File: config.mk
export PLATFORM = sky130hd
export DESIGN_NAME = bus_target_port
export DESIGN_NICKNAME = d
export VERILOG_FILES = /design/src/rtl/bus_target_port.sv
export SDC_FILE = /design/constraint.sdc
export NUM_CORES = 1
export LEC_CHECK = 0
export CAP_MARGIN = 0
export CORE_UTILIZATION = 58
export CTS_CLUSTER_SIZE = 30
export DETAILED_ROUTE_END_ITERATION = 10
export MAX_ROUTING_LAYER = met4
export PLACE_DENSITY = 0.8
export RECOVER_POWER = 25
export SLEW_MARGIN = 15
export SYNTH_ARGS = -nofsm -noshare
export SYNTH_HDL_FRONTEND = slang
export SYNTH_SLANG_ARGS = --single-unit
File: constraint.sdc
create_clock -name clk -period 4.2 [get_ports clk]
set_clock_uncertainty 0.1 [all_clocks]
set_input_delay 0.84 -clock clk [delete_from_list [all_inputs] [get_ports clk]]
set_output_delay 0.84 -clock clk [all_outputs]
set_load 0.05 [all_outputs]
File: src/rtl/bus_target_port.sv
// ------------------------------------------------------------------
// bus_target_port: switch-side target for a 256-byte register window
// Rev 1.0
// ------------------------------------------------------------------
`default_nettype none

module bus_target_port #(
  parameter logic [31:0] BASE_ADDR = 32'hF000_0000,
  parameter logic [3:0]  RESP_TAR  = 4'hF
) (
  input  logic        clk,
  input  logic        reset,
  input  logic        selin,
  input  logic [2:0]  cmdin,
  input  logic [31:0] addrdatain,
  input  logic [1:0]  lenin,
  input  logic        ackin,
  output logic [1:0]  reqout,
  output logic [3:0]  reqtar,
  output logic [2:0]  cmdout,
  output logic [1:0]  lenout,
  output logic [31:0] addrdataout,
  output logic        reg_wr_en,
  output logic        reg_rd_en,
  output logic [5:0]  reg_addr,
  output logic [31:0] reg_wdata,
  input  logic [31:0] reg_rdata,
  output logic        busy
);

  localparam logic [2:0]  c_ST_IDLE      = 3'd0;
  localparam logic [2:0]  c_ST_WDATA     = 3'd1;
  localparam logic [2:0]  c_ST_RD_FETCH  = 3'd2;
  localparam logic [2:0]  c_ST_RESP_REQ  = 3'd3;
  localparam logic [2:0]  c_ST_RESP_DATA = 3'd4;

  localparam logic [2:0]  c_CMD_RD       = 3'd1;
  localparam logic [2:0]  c_CMD_WR       = 3'd2;
  localparam logic [2:0]  c_RSP_RDATA    = 3'd4;
  localparam logic [2:0]  c_RSP_WACK     = 3'd5;
  localparam logic [2:0]  c_RSP_ERR      = 3'd7;
  localparam logic [31:0] c_ERR_PAYLOAD  = 32'hDEAD_BEEF;

  logic [2:0]  state_q, state_d;
  logic [5:0]  idx_q;
  logic [4:0]  cnt_q;
  logic [4:0]  beats_q;
  logic [2:0]  resp_cmd_q;
  logic [1:0]  resp_len_q;
  logic [31:0] resp_pay_q;
  logic [4:0]  resp_beats_q;
  logic [31:0] buf_q [16];

  logic        w_hit;
  logic [4:0]  w_beats;
  logic        w_wr_last;
  logic        w_rd_strobe;
  logic        w_fetch_done;
  logic        w_resp_last;
  logic [3:0]  w_cap_idx;

  assign w_hit        = (addrdatain[31:8] == BASE_ADDR[31:8]);
  assign w_wr_last    = (cnt_q == beats_q - 5'd1);
  assign w_rd_strobe  = (cnt_q < beats_q);
  assign w_fetch_done = (cnt_q == beats_q);
  assign w_resp_last  = (cnt_q == resp_beats_q - 5'd1);
  // Capture lags the strobe by one cycle, so slot = count - 1 (16 wraps to 15).
  assign w_cap_idx    = cnt_q[3:0] - 4'd1;

  always_comb begin
    w_beats = 5'd1;
    case (lenin)
      2'd0:    w_beats = 5'd1;
      2'd1:    w_beats = 5'd4;
      2'd2:    w_beats = 5'd8;
      default: w_beats = 5'd16;
    endcase
  end

  always_ff @(posedge clk) begin
    if (!reset) begin
      state_q <= c_ST_IDLE;
    end else begin
      state_q <= state_d;
    end
  end

  always_comb begin
    state_d = state_q;
    case (state_q)
      c_ST_IDLE: begin
        if (selin) begin
          if (w_hit && cmdin == c_CMD_WR)      state_d = c_ST_WDATA;
          else if (w_hit && cmdin == c_CMD_RD) state_d = c_ST_RD_FETCH;
          else                                 state_d = c_ST_RESP_REQ;
        end
      end
      c_ST_WDATA:     if (selin && w_wr_last) state_d = c_ST_RESP_REQ;
      c_ST_RD_FETCH:  if (w_fetch_done)       state_d = c_ST_RESP_REQ;
      c_ST_RESP_REQ:  if (ackin)              state_d = c_ST_RESP_DATA;
      c_ST_RESP_DATA: if (w_resp_last)        state_d = c_ST_IDLE;
      default:                                state_d = c_ST_IDLE;
    endcase
  end

  always_ff @(posedge clk) begin
    if (!reset) begin
      idx_q        <= '0;
      cnt_q        <= '0;
      beats_q      <= '0;
      resp_cmd_q   <= '0;
      resp_len_q   <= '0;
      resp_pay_q   <= '0;
      resp_beats_q <= '0;
    end else begin
      case (state_q)
        c_ST_IDLE: begin
          if (selin) begin
            idx_q   <= addrdatain[7:2];
            beats_q <= w_beats;
            cnt_q   <= '0;
            // The response descriptor is fixed at request time.
            if (w_hit && cmdin == c_CMD_RD) begin
              resp_cmd_q   <= c_RSP_RDATA;
              resp_len_q   <= lenin;
              resp_pay_q   <= '0;
              resp_beats_q <= w_beats;
            end else if (w_hit && cmdin == c_CMD_WR) begin
              resp_cmd_q   <= c_RSP_WACK;
              resp_len_q   <= lenin;
              resp_pay_q   <= addrdatain;
              resp_beats_q <= 5'd1;
            end else begin
              resp_cmd_q   <= c_RSP_ERR;
              resp_len_q   <= 2'd0;
              resp_pay_q   <= c_ERR_PAYLOAD;
              resp_beats_q <= 5'd1;
            end
          end
        end
        c_ST_WDATA: begin
          if (selin) begin
            idx_q <= idx_q + 6'd1;
            cnt_q <= w_wr_last ? 5'd0 : cnt_q + 5'd1;
          end
        end
        c_ST_RD_FETCH: begin
          if (w_rd_strobe) idx_q <= idx_q + 6'd1;
          cnt_q <= w_fetch_done ? 5'd0 : cnt_q + 5'd1;
        end
        c_ST_RESP_DATA: begin
          cnt_q <= w_resp_last ? 5'd0 : cnt_q + 5'd1;
        end
        default: begin
        end
      endcase
    end
  end

  always_ff @(posedge clk) begin
    if (state_q == c_ST_RD_FETCH && cnt_q != 5'd0) begin
      buf_q[w_cap_idx] <= reg_rdata;
    end
  end

  always_comb begin
    reqout      = 2'b00;
    reqtar      = 4'h0;
    cmdout      = 3'd0;
    lenout      = 2'd0;
    addrdataout = 32'h0;
    reg_wr_en   = 1'b0;
    reg_rd_en   = 1'b0;
    reg_addr    = 6'd0;
    reg_wdata   = 32'h0;
    busy        = (state_q != c_ST_IDLE);
    case (state_q)
      c_ST_WDATA: begin
        if (selin) begin
          reg_wr_en = 1'b1;
          reg_addr  = idx_q;
          reg_wdata = addrdatain;
        end
      end
      c_ST_RD_FETCH: begin
        if (w_rd_strobe) begin
          reg_rd_en = 1'b1;
          reg_addr  = idx_q;
        end
      end
      c_ST_RESP_REQ: begin
        reqout = 2'b01;
        reqtar = RESP_TAR;
      end
      c_ST_RESP_DATA: begin
        reqtar      = RESP_TAR;
        cmdout      = resp_cmd_q;
        lenout      = resp_len_q;
        addrdataout = (resp_cmd_q == c_RSP_RDATA) ? buf_q[cnt_q[3:0]] : resp_pay_q;
      end
      default: begin
      end
    endcase
  end

endmodule

`default_nettype wire

==> tab_implementation.tex <==
\begin{tabular}{lr}
\hline
Metric & Value \\
\hline
\multicolumn{2}{l}{\textbf{Run status}} \\
Result of the run & complete, no violations \\
\multicolumn{2}{l}{\textbf{Clock tree}} \\
Clock tree sinks & 575 \\
Level count of the clock H-tree & 2 \\
CTS Hold Buffers Added & 0 \\
Clock tree from TritonCTS & built \\
Worst-path clk slew & 0.06 ns \\
CTS buffer count & 54 \\
Worst-skew pair later-pin latency & 0.60 ns \\
Number of buffers on the longest clock path & 3 \\
Root buffer selected by CTS & clkbuf\_16 \\
\multicolumn{2}{l}{\textbf{Setup path}} \\
Cell at the slowest stage of the critical path & dfxtp\_4 \\
Cell seen most often among critical-path stages & mux4\_2 \\
Flop2flop setup slack & 1.11 ns \\
Max incr delay on CP & 0.71 ns \\
Setup crit start kind & flop \\
Critical-path maximum fanout & 34 \\
Setup crit end kind & output port \\
Arrival time worst endpoint & 3.12 ns \\
RR Endpoint & buf\_q[14][7] \\
Reg2Reg Launch Point & cnt\_q[1] \\
Critical path, cell by cell & mux4\_2 > mux4\_2 > nand2\_1 > a21oi\_1 > clkdlybuf4s50\_1 \\
Category of the most critical setup path & flop to output port \\
Crit path required time & 3.26 ns \\
Count of cells along the worst register-to-register path & 7 \\
\multicolumn{2}{l}{\textbf{Yosys}} \\
Count of unique library cells instantiated by Yosys & 54 \\
Synthesized instance count & 1243 \\
Share of flip-flops with an asynchronous set or reset after synthesis & 0\% \\
Net count of the mapped netlist & 1329 \\
Main flop type after synthesis & edfxtp\_1 \\
Average cell area after synthesis & 18.4 µm² \\
Sequential area share after synthesis & 72.6\% \\
Yosys warning count & 0 \\
Count of flip-flops with a built-in enable after synthesis & 512 \\
Mapped Area & 22900 µm² \\
Flip-flop and latch count after synthesis & 575 \\
\multicolumn{2}{l}{\textbf{Detailed routing}} \\
Average vias per placed instance & 6.29 \\
Pre-antenna DRT Iters & 5 \\
Remaining antenna violation count after routing & 0 \\
Via count & 12600 \\
Routed length per instance & 26.8 µm \\
Wirelength, routed & 53.5 mm \\
DRC violations left & 0 \\
1st-iter DRT viols & 1491 \\
\multicolumn{2}{l}{\textbf{Timing}} \\
Max Transition Viols Final & 0 \\
Worst slew pin tran & 1.08 ns \\
Final period util & 96.7\% \\
Setup ws final & 0.141 ns \\
Final Hold Violating Endpoints & 0 \\
Worst slew margin relative to its limit & 27.8\% \\
Worst hold-check slack & 0.352 ns \\
Final sum of negative setup slack & 0 ns \\
Min cycle time layout & 4.06 ns \\
Final setup vio count & 0 \\
Unrepaired setup endpoints after global routing & false \\
Max frequency & 246 MHz \\
\multicolumn{2}{l}{\textbf{Worst hold path}} \\
Start point of the worst min-delay path & resp\_pay\_q[5] \\
Worst min-delay path category & flop to flop \\
Number of stages on the worst hold path & 2 \\
End of the worst hold path & resp\_pay\_q[5] \\
\multicolumn{2}{l}{\textbf{Floorplan}} \\
Height of the chip & 201 µm \\
\# rows & 72 \\
Core area & 38800 µm² \\
Starting utilization of the core area & 59.0\% \\
Horiz. Die Dim & 201 µm \\
Number of I/O pins & 157 \\
Area enclosed by the die boundary & 40300 µm² \\
\multicolumn{2}{l}{\textbf{Job}} \\
Max cap viols & 0 \\
\multicolumn{2}{l}{\textbf{Placed design}} \\
Total placed cells including tap cells & 1889 \\
Final estimated routing congestion in global placement & 0.884 \\
Port-buffer cells & 155 \\
Post-Place Setup Slack & 0.538 ns \\
Area after detailed placement & 25300 µm² \\
Post-detailed-placement half-perimeter wirelength & 30.1 mm \\
\multicolumn{2}{l}{\textbf{Layout}} \\
Leading cell type in the layout, fill and taps excluded & edfxtp\_1 \\
Post-route insts no fill & 1997 \\
Final net count & 1520 \\
Top library cells by usage in the layout, fill and taps aside & edfxtp\_1 (512), mux4\_2 (160), nand2\_1 (101) \\
Fraction of layout instances using a drive strength above 1 & 26.4\% \\
Area growth from synthesis to layout & 18.6\% \\
Count of filler cells inserted in the layout & 2344 \\
Layout Cell Area excl Fill & 27200 µm² \\
\multicolumn{2}{l}{\textbf{Power and ir drop}} \\
Total leakage power & 8.73 nW \\
Power density over the cells & 529 nW/µm² \\
Largest voltage drop on the vdd net & 0.000357 V \\
\multicolumn{2}{l}{\textbf{Global routing}} \\
Largest net degree at the start of global routing & 51 \\
GR Util All Layers & 28.1\% \\
Number of antenna violations at the first check in global routing & 4 \\
Wire length of the first global-routing pass & 80.0 mm \\
Vias in the first global route & 12600 \\
Total congestion overflow & 0 \\
\hline
\end{tabular}
-- cells in the mapped netlist (4+ instances only) --
cell type	number	area, µm²
edfxtp_1	512	15400
mux4_2	160	3600
nand2_1	101	379
nor2_1	75	282
a21oi_1	63	315
dfxtp_1	63	1260
clkbuf_1	49	184
and2_1	36	225
and3_1	16	100
buf_2	14	70.1
nor2b_1	14	87.6
ha_1	13	163
inv_1	12	45.0
nand3_1	10	50.1
nor3_1	9	45.0
xnor2_1	8	70.1
o211ai_1	7	52.6
o21ai_0	7	35.0
buf_1	6	22.5
nor4_1	6	37.5
o21a_1	5	37.5
buf_4	4	30.0
o32ai_1	4	35.0
-- layout make-up --
class | count | area (µm²) | area share (%)
clock inverter | 28 | 302 | 1.11
timing repair buffer | 208 | 2020 | 7.42
clock buffer | 70 | 1450 | 5.35
multi-input combinational | 582 | 6050 | 22.3
inverter | 13 | 48.8 | 0.180
antenna | 3 | 7.51 | 0.0276
sequential | 575 | 16600 | 61.3
tap | 518 | 648 | 2.39
-- worst max-delay path, delay by kind of cell (launching register included) --
family,cells,cell delay [ns]
mux,2,0.87
flops,1,0.71
buf+inv,1,0.71
simple gates,1,0.10
compound gates,1,0.10
-- layer usage --
metal	routed length, µm	vias to the layer above	GRT usage, %
met1	20400	6404	37.3
li1	-	5331	-
met3	4980	113	5.02
met2	26600	710	44.6
met5	0	-	-
met4	1580	0	9.24
-- how the worst max path moves through the flow --
stage                        start              end  slack [ns]
after floorplan           cnt_q[0]      reg_addr[0]        0.61
after global placement        flop   addrdataout[0]        0.54
after detailed placement      flop   addrdataout[0]        0.54
after CTS                     flop   addrdataout[0]        0.05
after global routing      cnt_q[0]        reg_rd_en        0.04
final                         flop  addrdataout[29]        0.14
-- power by group --
part / switching, mW / internal (mW) / leakage [nW] / total, mW
Combinational: 1.59 / 1.40 / 2.76 / 2.99
Clock: 2.07 / 2.76 / 0.856 / 4.82
Sequential: 0.167 / 6.40 / 5.12 / 6.56
-- sequential cells by signal (all words and copies together) (netlist names), named ones only --
| name | count |
|---|---|
| idx_q | 6 |
| state_q | 3 |
| resp_cmd_q | 3 |
| cnt_q | 5 |
| buf_q | 512 |
| resp_pay_q | 32 |
| resp_beats_q | 4 |
| beats_q | 4 |
| resp_len_q | 2 |
-- stage by stage --
step                total power [mW]  util [%]
floorplan                       8.76         -
global route                    14.9      70.0
detailed placement              9.59      65.3
CTS                             14.4      69.8
global placement                9.53      65.3
finish                          14.4      70.0
-- timing repair --
| item | in CTS | in global routing |
|---|---|---|
| setup endpoints to repair | 27 | 8 |
| gates resized for setup | 4 | 1 |
| hold endpoints to repair | 0 | 0 |
| setup buffers | 1 | 6 |
-- kinds of logic (layout without fill, tap and decap cells) --
kind of cell             after synthesis  in the layout  synth area share (%)
flip-flops                           575            575                  72.6
AND/OR/NAND/NOR                      288            288                  5.96
buffers and inverters                 86            319                  1.55
other                                  1              4                0.0164
AO/OA/AOI/OAI                        105            105                  2.80
XOR/XNOR                              12             12                 0.524
multiplexers                         163            163                  15.9
adder cells (fa/ha/maj)               13             13                 0.710
(Power assumes the default switching activity.)
